File: config.mk
export PLATFORM = sky130hd
export DESIGN_NAME = ldr_mem_sink_flat
export DESIGN_NICKNAME = d
export VERILOG_FILES = /design/src/rtl/ldr_mem_sink_if.sv /design/src/rtl/ldr_mem_sink.sv /design/src/flat_wrapper.sv
export SDC_FILE = /design/constraint.sdc
export NUM_CORES = 1
export LEC_CHECK = 0
export ABC_AREA = 1
export CAP_MARGIN = 40
export CORE_ASPECT_RATIO = 1.75
export CORE_MARGIN = 2
export CORE_UTILIZATION = 40
export CTS_CLUSTER_DIAMETER = 60
export DETAILED_ROUTE_END_ITERATION = 7
export PLACE_DENSITY = 0.65
export SLEW_MARGIN = 5
export SYNTH_ARGS = -nofsm -noshare
export SYNTH_HDL_FRONTEND = slang
export SYNTH_SLANG_ARGS = --single-unit
File: constraint.sdc
create_clock -name clk_sys -period 4.27 [get_ports clk_sys]
set_input_delay 0.854 -clock clk_sys [delete_from_list [all_inputs] [get_ports clk_sys]]
set_output_delay 0.854 -clock clk_sys [all_outputs]
set_load 0.1 [all_outputs]
File: src/rtl/ldr_mem_sink_if.sv
// Loader handshake and SDRAM client write port bundled for ldr_mem_sink.
// The slave view belongs to the sink; the master view drives the loader and models the memory.
interface ldr_mem_sink_if #(
    parameter int unsigned ADDR_W = 20,
    parameter int unsigned MEM_AW = 24
);
    localparam int unsigned CNT_W = 20;

    logic              ldr_oe;
    logic [ADDR_W-1:0] ldr_addr;
    logic [7:0]        ldr_wdat;
    logic              ldr_wr;
    logic              ldr_ack;
    logic              ldr_done;
    logic              mem_req;
    logic [MEM_AW-1:0] mem_addr;
    logic [15:0]       mem_wdat;
    logic [1:0]        mem_be;
    logic              mem_ack;
    logic              cpu_hold;
    logic [CNT_W-1:0]  wr_count;

    modport slave (
        input  ldr_oe, ldr_addr, ldr_wdat, ldr_wr, ldr_done, mem_ack,
        output ldr_ack, mem_req, mem_addr, mem_wdat, mem_be, cpu_hold, wr_count
    );

    modport master (
        output ldr_oe, ldr_addr, ldr_wdat, ldr_wr, ldr_done, mem_ack,
        input  ldr_ack, mem_req, mem_addr, mem_wdat, mem_be, cpu_hold, wr_count
    );
endinterface

File: src/rtl/ldr_mem_sink.sv
// Loader-handshake responder: packs ioctl bytes into 16-bit words, writes them to an
// SDRAM client port with byte enables, and holds the CPU until the last word lands.
module ldr_mem_sink #(
    parameter int unsigned ADDR_W   = 20,
    parameter int unsigned MEM_AW   = 24,
    parameter int unsigned MEM_BASE = 0
) (
    input  logic          clk_sys,
    input  logic          reset,
    ldr_mem_sink_if.slave bus
);
    localparam int unsigned       CNT_W   = 20;
    localparam logic [MEM_AW-1:0] BASE    = MEM_AW'(MEM_BASE);
    localparam logic [CNT_W-1:0]  CNT_MAX = '1;

    typedef enum logic [2:0] {
        S_IDLE   = 3'd0,
        S_ACCEPT = 3'd1,
        S_FLUSH  = 3'd2,
        S_ACKH   = 3'd3,
        S_FINAL  = 3'd4,
        S_DONE   = 3'd5
    } state_e;

    typedef struct packed {
        logic [MEM_AW-1:0] addr;
        logic [15:0]       data;
        logic [1:0]        vld;
        logic              pend;
    } pack_t;

    state_e            state_q, state_d;
    pack_t             pk_q, pk_d;
    logic              brk_q, brk_d;
    logic [MEM_AW-1:0] nb_addr_q, nb_addr_d;
    logic              nb_lane_q, nb_lane_d;
    logic [7:0]        nb_data_q, nb_data_d;

    logic              ldr_ack_q, ldr_ack_d;
    logic              mem_req_q, mem_req_d;
    logic [MEM_AW-1:0] mem_addr_q, mem_addr_d;
    logic [15:0]       mem_wdat_q, mem_wdat_d;
    logic [1:0]        mem_be_q, mem_be_d;
    logic              cpu_hold_q, cpu_hold_d;
    logic [CNT_W-1:0]  wr_count_q, wr_count_d;

    logic              take_byte;
    logic              same_word;
    logic [MEM_AW-1:0] in_waddr;
    pack_t             merged;
    pack_t             loaded;

    assign take_byte = bus.ldr_wr && bus.ldr_oe && !ldr_ack_q;
    assign in_waddr  = MEM_AW'(bus.ldr_addr[ADDR_W-1:1]) + BASE;

    // Latched byte viewed two ways: merged into the open word, or as a fresh word.
    always_comb begin : byte_eval
        same_word = pk_q.pend && (pk_q.addr == nb_addr_q) && !pk_q.vld[nb_lane_q];

        merged                 = pk_q;
        merged.vld[nb_lane_q]  = 1'b1;
        if (nb_lane_q) merged.data[15:8] = nb_data_q;
        else           merged.data[7:0]  = nb_data_q;

        loaded                 = '0;
        loaded.addr            = nb_addr_q;
        loaded.pend            = 1'b1;
        loaded.vld[nb_lane_q]  = 1'b1;
        if (nb_lane_q) loaded.data[15:8] = nb_data_q;
        else           loaded.data[7:0]  = nb_data_q;
    end

    always_ff @(posedge clk_sys or posedge reset) begin : state_reg
        if (reset) begin
            state_q    <= S_IDLE;
            pk_q       <= '0;
            brk_q      <= 1'b0;
            nb_addr_q  <= '0;
            nb_lane_q  <= 1'b0;
            nb_data_q  <= '0;
            ldr_ack_q  <= 1'b0;
            mem_req_q  <= 1'b0;
            mem_addr_q <= '0;
            mem_wdat_q <= '0;
            mem_be_q   <= '0;
            cpu_hold_q <= 1'b1;
            wr_count_q <= '0;
        end else begin
            state_q    <= state_d;
            pk_q       <= pk_d;
            brk_q      <= brk_d;
            nb_addr_q  <= nb_addr_d;
            nb_lane_q  <= nb_lane_d;
            nb_data_q  <= nb_data_d;
            ldr_ack_q  <= ldr_ack_d;
            mem_req_q  <= mem_req_d;
            mem_addr_q <= mem_addr_d;
            mem_wdat_q <= mem_wdat_d;
            mem_be_q   <= mem_be_d;
            cpu_hold_q <= cpu_hold_d;
            wr_count_q <= wr_count_d;
        end
    end

    // A request always wins over ldr_done in IDLE, so a byte racing the done flag still lands.
    always_comb begin : next_state
        state_d = state_q;
        case (state_q)
            S_IDLE: begin
                if (take_byte)         state_d = S_ACCEPT;
                else if (bus.ldr_done) state_d = pk_q.pend ? S_FINAL : S_DONE;
            end
            S_ACCEPT: begin
                if (same_word)      state_d = (merged.vld == 2'b11) ? S_FLUSH : S_ACKH;
                else if (pk_q.pend) state_d = S_FLUSH;
                else                state_d = S_ACKH;
            end
            S_FLUSH: if (bus.mem_ack)  state_d = S_ACKH;
            S_ACKH:  if (!bus.ldr_wr)  state_d = S_IDLE;
            S_FINAL: if (bus.mem_ack)  state_d = S_DONE;
            S_DONE:                    state_d = S_DONE;
            default:                   state_d = S_IDLE;
        endcase
    end

    // Memory outputs are loaded once on flush entry and left untouched until mem_ack.
    always_comb begin : outputs
        pk_d       = pk_q;
        brk_d      = brk_q;
        nb_addr_d  = nb_addr_q;
        nb_lane_d  = nb_lane_q;
        nb_data_d  = nb_data_q;
        ldr_ack_d  = ldr_ack_q;
        mem_req_d  = mem_req_q;
        mem_addr_d = mem_addr_q;
        mem_wdat_d = mem_wdat_q;
        mem_be_d   = mem_be_q;
        cpu_hold_d = 1'b1;
        wr_count_d = wr_count_q;

        case (state_q)
            S_IDLE: begin
                ldr_ack_d = 1'b0;
                if (take_byte) begin
                    nb_addr_d = in_waddr;
                    nb_lane_d = bus.ldr_addr[0];
                    nb_data_d = bus.ldr_wdat;
                end else if (bus.ldr_done) begin
                    if (pk_q.pend) begin
                        mem_req_d  = 1'b1;
                        mem_addr_d = pk_q.addr;
                        mem_wdat_d = pk_q.data;
                        mem_be_d   = pk_q.vld;
                    end else begin
                        cpu_hold_d = 1'b0;
                    end
                end
            end
            S_ACCEPT: begin
                if (same_word) begin
                    pk_d = merged;
                    if (merged.vld == 2'b11) begin
                        brk_d      = 1'b0;
                        mem_req_d  = 1'b1;
                        mem_addr_d = merged.addr;
                        mem_wdat_d = merged.data;
                        mem_be_d   = merged.vld;
                    end
                end else if (pk_q.pend) begin
                    brk_d      = 1'b1;
                    mem_req_d  = 1'b1;
                    mem_addr_d = pk_q.addr;
                    mem_wdat_d = pk_q.data;
                    mem_be_d   = pk_q.vld;
                end else begin
                    pk_d = loaded;
                end
            end
            S_FLUSH: begin
                if (bus.mem_ack) begin
                    mem_req_d  = 1'b0;
                    ldr_ack_d  = 1'b1;
                    brk_d      = 1'b0;
                    pk_d       = brk_q ? loaded : pack_t'('0);
                    wr_count_d = (wr_count_q == CNT_MAX) ? wr_count_q : wr_count_q + CNT_W'(1);
                end
            end
            S_ACKH: begin
                ldr_ack_d = bus.ldr_wr;
            end
            S_FINAL: begin
                if (bus.mem_ack) begin
                    mem_req_d  = 1'b0;
                    pk_d       = '0;
                    cpu_hold_d = 1'b0;
                    wr_count_d = (wr_count_q == CNT_MAX) ? wr_count_q : wr_count_q + CNT_W'(1);
                end
            end
            S_DONE: begin
                ldr_ack_d  = 1'b0;
                cpu_hold_d = 1'b0;
            end
            default: begin
                ldr_ack_d = 1'b0;
                mem_req_d = 1'b0;
            end
        endcase
    end

    assign bus.ldr_ack  = ldr_ack_q;
    assign bus.mem_req  = mem_req_q;
    assign bus.mem_addr = mem_addr_q;
    assign bus.mem_wdat = mem_wdat_q;
    assign bus.mem_be   = mem_be_q;
    assign bus.cpu_hold = cpu_hold_q;
    assign bus.wr_count = wr_count_q;
endmodule

File: src/flat_wrapper.sv
// flat-port wrapper written by rule: the top's interface ports become plain ports
module ldr_mem_sink_flat 
#(
    parameter int unsigned ADDR_W   = 20,
    parameter int unsigned MEM_AW   = 24,
    parameter int unsigned MEM_BASE = 0
)
  (clk_sys, reset, bus_ldr_oe, bus_ldr_addr, bus_ldr_wdat, bus_ldr_wr, bus_ldr_done, bus_mem_ack, bus_ldr_ack, bus_mem_req, bus_mem_addr, bus_mem_wdat, bus_mem_be, bus_cpu_hold, bus_wr_count);
  ldr_mem_sink_if #(.ADDR_W(ADDR_W), .MEM_AW(MEM_AW)) bus_i ();
  input  logic clk_sys;
  input  logic reset;
  input wire logic [$bits(bus_i.ldr_oe)-1:0] bus_ldr_oe;
  input wire logic [$bits(bus_i.ldr_addr)-1:0] bus_ldr_addr;
  input wire logic [$bits(bus_i.ldr_wdat)-1:0] bus_ldr_wdat;
  input wire logic [$bits(bus_i.ldr_wr)-1:0] bus_ldr_wr;
  input wire logic [$bits(bus_i.ldr_done)-1:0] bus_ldr_done;
  input wire logic [$bits(bus_i.mem_ack)-1:0] bus_mem_ack;
  output wire logic [$bits(bus_i.ldr_ack)-1:0] bus_ldr_ack;
  output wire logic [$bits(bus_i.mem_req)-1:0] bus_mem_req;
  output wire logic [$bits(bus_i.mem_addr)-1:0] bus_mem_addr;
  output wire logic [$bits(bus_i.mem_wdat)-1:0] bus_mem_wdat;
  output wire logic [$bits(bus_i.mem_be)-1:0] bus_mem_be;
  output wire logic [$bits(bus_i.cpu_hold)-1:0] bus_cpu_hold;
  output wire logic [$bits(bus_i.wr_count)-1:0] bus_wr_count;
  assign bus_i.ldr_oe = bus_ldr_oe;
  assign bus_i.ldr_addr = bus_ldr_addr;
  assign bus_i.ldr_wdat = bus_ldr_wdat;
  assign bus_i.ldr_wr = bus_ldr_wr;
  assign bus_i.ldr_done = bus_ldr_done;
  assign bus_i.mem_ack = bus_mem_ack;
  assign bus_ldr_ack = bus_i.ldr_ack;
  assign bus_mem_req = bus_i.mem_req;
  assign bus_mem_addr = bus_i.mem_addr;
  assign bus_mem_wdat = bus_i.mem_wdat;
  assign bus_mem_be = bus_i.mem_be;
  assign bus_cpu_hold = bus_i.cpu_hold;
  assign bus_wr_count = bus_i.wr_count;
  ldr_mem_sink #(.ADDR_W(ADDR_W), .MEM_AW(MEM_AW), .MEM_BASE(MEM_BASE)) u_core (.clk_sys(clk_sys), .reset(reset), .bus(bus_i));
endmodule
# == After elaboration in Yosys (flattened, before gate mapping) ==
# Index checks and enable logic that the tools add are counted.
# W data, S select, Z words.
# totals
reg_bits,140
output_inout_bits,65
memories,0
wordCells,127
inputBits,34
mem_bits_ro,0
ramBits,0
latchBits,0
# classes
add_sub_neg,1
n_div,0
order_cmp,2
reduce_logical,24
shifts,0
eq_ne,20
mul,0
muxes,60
n_bitwise,4
# op_table
cell,count
$mux W43,4
$pmux W43 S3,1
$mux W24,5
$mux W16,5
$pmux W24 S2,1
$mux W38,1
$mux W8,4
$pmux W16 S2,1
$eq A24 B19 Y1,1
$add A20 B1 Y20 const B,1
$eq A20 B20 Y1 const B,1
$mux W1,20
$reduce_and A4 Y1,5
$mux W3,6
$pmux W3 S6,1
$ne A2 B2 Y1 const B,7
$mux W2,5
$reduce_and A5 Y1,2
$eq A3 B2 Y1 const B,2
$eq A3 B3 Y1 const B,2
$ne A3 B3 Y1 const B,2
$pmux W1 S3,2
$reduce_or A2 Y1,3
$logic_and A1 B1 Y1,5
19 further kinds,24

# == Logic depth before layout (Yosys ltp) ==
# depth
ltp_word,9
depth_mapped,14
mapped_depth_nobuf,13

# == Least setup slack after synthesis ==
# OpenSTA, ideal clock, no wires.
# synth_path
path_kind,register to register
start,"reg u_core.wr_count_q[0], in the netlist u_core.bus.wr_count[0]"
end,"reg u_core.wr_count_q[7], in the netlist u_core.bus.wr_count[7]"
stages_incl_launch_ff,12
path_slack_ns,1.892
period_less_slack_ns,2.378
t_required_ns,4.107
setup_ns,0.163
arrival_time_ns,2.215
n_path_buf,0
cell_sequence,dfrtp_1 -> ha_1 -> inv_1 -> nor2_1 -> nand4_1 -> nor2_1 -> nand3_1 -> nand2_4 -> inv_2 -> nand2_1 -> nor2_1 -> xor2_1
# synth_via
elab_chain_len,3
elab_cells_between_ends,4
cone_classes,add/sub (1); eq/ne (1); bitwise (1); reduce/logical (1)
# synth_lines
element,line_no,rtl
from (decl),ldr_mem_sink.sv:45,"logic [CNT_W-1:0] wr_count_q, wr_count_d;"
from (signal assigned),ldr_mem_sink.sv:101,wr_count_q <= wr_count_d;
"parallel branches: the longest is 3 deep, another holds $add A20 B1 Y20",--,
# Parallel ways; which one is timed is not known.
# A chain may end at the register's enable or synchronous reset.

# == Worst setup path in the final report ==
# layout_path
start,reg u_core.nb_lane_q
end,"reg u_core.mem_wdat_q[8], in the netlist u_core.bus.mem_wdat[8]"
# layout_via
elab_chain_len,8
elab_cells_between_ends,17
cone_classes,order compare (2); eq/ne (2); mux (8); bitwise (1); reduce/logical (4)
# layout_lines
element,line_no,rtl
from (decl),ldr_mem_sink.sv:36,"logic nb_lane_q, nb_lane_d;"
from (signal assigned),ldr_mem_sink.sv:93,nb_lane_q <= nb_lane_d;
$lt A1 B2 Y1 (not written as such) or $ge A1 B1 Y1 (tied branches),ldr_mem_sink.sv:61,merged.vld[nb_lane_q] = 1'b1;
$logic_and A1 B1 Y1 (not written as such),ldr_mem_sink.sv:61,
$mux W1 (not written as such),ldr_mem_sink.sv:61,
$demux W1 S1,--,
$or A2 B2 Y2 (no source line),--,
$eq A2 B2 Y1,ldr_mem_sink.sv:162,if (merged.vld == 2'b11) begin
$ne A3 B3 Y1 (no source line),--,
$reduce_and A4 Y1 (no source line),--,
to (signal assigned),ldr_mem_sink.sv:98,mem_wdat_q <= mem_wdat_d;
to (decl),ldr_mem_sink.sv:42,"logic [15:0] mem_wdat_q, mem_wdat_d;"
# Several ways; a longest one is shown, not always the timed one. The select of a mux whose other input is x is not followed.

==> flow_summary_export.csv <==
group,metric,value,unit
status,outcome,"complete, no violations",
cells_and_area,drive_gt1_share,13.4,%
global_routing,antenna_found_initial,0,
cells_and_area,diodes,0,
clocking,cts_hold_buf,0,
sta,whs,0.480,ns
power_and_ir_drop,seqPwrFrac,24.9,%
power_and_ir_drop,combPwrFrac,58.0,%
synthesis,synth_top_family_by_area,"simple AND/OR/NAND/NOR gates",
power_and_ir_drop,power,9.02,mW
sta,max_freq,368,MHz
critical_path,cp.arrival,3.03,ns
routing,wl_per_cell,14.8,um
critical_path,max_stage_delay,0.87,ns
critical_path,crit_required,4.58,ns
cells_and_area,area_delta_synth_final,39.5,%
clocking,postCtsSetupBuffers,0,
synthesis,synth_area_leaders,"dfrtp_1 (46%), nand2_1 (20%), inv_1 (4.5%)",
synthesis,muxShareOfSynthArea,0.161,%
global_routing,grt_first_pass_wirelength,32.9,mm
critical_path,crit_type,"reg2reg",
power_and_ir_drop,p_sw,4.51,mW
routing,vias,6527,
clocking,clk_pin_slew,0.07,ns
clocking,cts_tree,"built",
critical_path,crit_path_end_kind,"register",
die,die-width,104,um
global_routing,grt_busiest_layer,"met2",
synthesis,avgSynthCellArea,7.44,sq um
cells_and_area,nets,1122,
power_and_ir_drop,vdd_ir_drop_max,0.563,mV
critical_path,timing.rr.start,"u_core.nb_lane_q",
run,cap_violations,0,
power_and_ir_drop,power.share.clock,17.2,%
clocking,clk_latency,0.43,ns
synthesis,synth_warnings,0,
critical_path,setup.worst_path.start_class,"register",
clocking,cts_sinks,130,
global_routing,grt_remaining_overflow,0,
synthesis,netlist.top_cell.by_area,"dfrtp_1",
clocking,clockBufferDepth,2,
synthesis,yosysSeqAreaShare,46.6,%
critical_path,cp_num_buf_inv,4,
synthesis,yosysUniqueCellTypes,44,
synthesis,yosysTopAreaCellShare,46.2,%
clocking,cts_inserted_buffers,17,
sta,clock_skew,0.0126,ns
global_routing,met2_usage,42.6,%
global_routing,grt_max_degree,69,
power_and_ir_drop,power.leakage,4.80,nW
cells_and_area,final_cell_mix,"nand2_1 (375), dfrtp_1 (129), clkdlybuf4s50_1 (93), inv_1 (83), nor2_1 (77)",
clocking,htreeDepth,4,
routing,wl,19.7,mm
synthesis,synthCells,939,
critical_path,path_max_fanout,23,
worst_hold_path,min_path_type,"reg2reg",
critical_path,cpMaxStageDelayCell,"dfrtp_1",
placement,numPortBuffers,93,
cells_and_area,layout_commonest_cell,"nand2_1",
die,core-area,17300,sq um
placement,dp_hpwl,14.1,mm
routing,route.detailed.drc,0,
cells_and_area,fillCellCount,1603,
sta,rsz0062_at_grt,"false",
sta,slew_headroom,46.0,%
sta,hold_violations,0,
sta,tns,0,ns
sta,min_period,2.72,ns
global_routing,grt_use_met1,23.9,%
placement,dp_slack,1.41,ns
die,ios,99,
sta,final-setup-viol-count,0,
die,rows,64,
sta,fin_ws,1.55,ns
critical_path,crit_chain,"inv_2, nor2_1, nor2_1, inv_1, nand4_4, nand3_2, buf_4, inv_2, nand2_1, nand2_1",
power_and_ir_drop,p_int,4.50,mW
routing,ant_nets,0,
critical_path,cp-startpoint,"u_core.nb_lane_q",
synthesis,synth_area,6980,sq um
synthesis,postSynthRegisterBits,130,
clocking,ctsResizeCount,0,
power_and_ir_drop,netSwitchingFraction,50.0,%
synthesis,synth-adder-area-share,0.179,%
global_routing,track_usage,22.3,%
synthesis,synth-compound-area-share,9.44,%
routing,dr.first_iter.drc_count,329,
synthesis,synth_xor_area_share,2.76,%
placement,place.gp.congestion,0.839,
global_routing,grt_use_met3,3.60,%
clocking,cts_root_buffer,"clkbuf_16",
power_and_ir_drop,power-per-cell-area,926,nW/um^2
critical_path,critical-path-top-delay-family,"buffers and inverters",
sta,final_max_slew_viol_count,0,
sta,fin_crit_sh,63.7,%
global_routing,grt_pass1_vias,6641,
sta,worst_slew_pin_slew,0.809,ns
synthesis,synthSimpleGateAreaFrac,32.7,%
routing,dr.pass1.iters,5,
routing,post_drt_via_cell_ratio,4.90,
die,die_h,179,um
die,die-area,18600,sq um
die,initial_core_util,40.4,%
==> cell usage after synthesis, drive strengths merged <==
| library cell | count |
|---|---|
| clkinv | 2 |
| dfstp | 1 |
| inv | 93 |
| mux2 | 1 |
| and2 | 1 |
| ha | 1 |
| dfrtp | 129 |
| o31ai | 1 |
| a22oi | 1 |
| a21boi | 1 |
| conb | 1 |
| nand2 | 379 |
| xor2 | 15 |
| nand3b | 2 |
| buf | 23 |
| or2 | 1 |
| nand4 | 16 |
| nand3 | 26 |
| nor2 | 89 |
| o22ai | 17 |
| xnor2 | 7 |
| a21oi | 33 |
| o21ai | 57 |
| clkbuf | 15 |
| o211ai | 3 |
| nor3 | 22 |
| nor4 | 2 |
==> power by group through the flow <==
stage	clock network [mW]	logic (mW)	registers (mW)
after global routing	1.63	5.65	2.30
after CTS	1.57	5.27	2.24
final	1.55	5.22	2.24
after detailed placement	0	5.24	2.25
after floorplan	0	2.13	3.53
after global placement	0	4.40	2.24
==> per-layer routing <==
metal  part of all wire, %  vias to the layer above
met4                   3.1                        0
met1                    37                     3075
met3                   4.0                       39
li1                      -                     3240
met2                    55                      173
met5                     0                        -
==> path summary, 6_finish.rpt <==
kind | endpoint | slack [ns] | cells past startpoint
min reg2reg | register | 0.48 | 2
max reg2reg | u_core.bus.mem_wdat[8] | 1.55 | 10
min | register | 0.48 | 2
max | u_core.bus.mem_wdat[8] | 1.55 | 10
max in group asynchronous | asynchronous set/reset pin | 2.53 | 3
min in group asynchronous | u_core.pk_q[12] | 0.84 | 2
==> cells by family (layout without fill, tap and decap cells) <==
kind of cell,Yosys count,count (layout)
buffers and inverters,133,290
flip-flops,130,130
adder cells (fa/ha/maj),1,1
other,1,5
AO/OA/AOI/OAI,113,113
AND/OR/NAND/NOR,538,538
multiplexers,1,1
XOR/XNOR,22,22
==> per-stage QoR <==
step                instance area (sq um)  util (%)  cells
floorplan                            7000         -    943
detailed placement                   9120      52.7   1299
global placement                     8090      46.8   1238
finish                               9740      56.3   1331
CTS                                  9740      56.3   1331
global route                         9740      56.3   1331
==> final cells by class <==
type / count / area, sq um / share of cell area [%]
sequential: 130 / 3250 / 33.4
inverter: 95 / 360 / 3.70
timing repair buffer: 163 / 2040 / 20.9
multi-input combinational: 680 / 3180 / 32.6
clock buffer: 17 / 425 / 4.37
tap: 231 / 289 / 2.97
clock inverter: 15 / 195 / 2.00
==> worst register-to-register path: stages, from the launching register on <==
cell	delay, ns
dfrtp_1	0.87
inv_2	0.35
nor2_1	0.22
nor2_1	0.06
inv_1	0.09
nand4_4	0.16
nand3_2	0.24
buf_4	0.27
inv_2	0.18
nand2_1	0.11
nand2_1	0.05
Note: power is estimated with default switching activity, not from simulation.
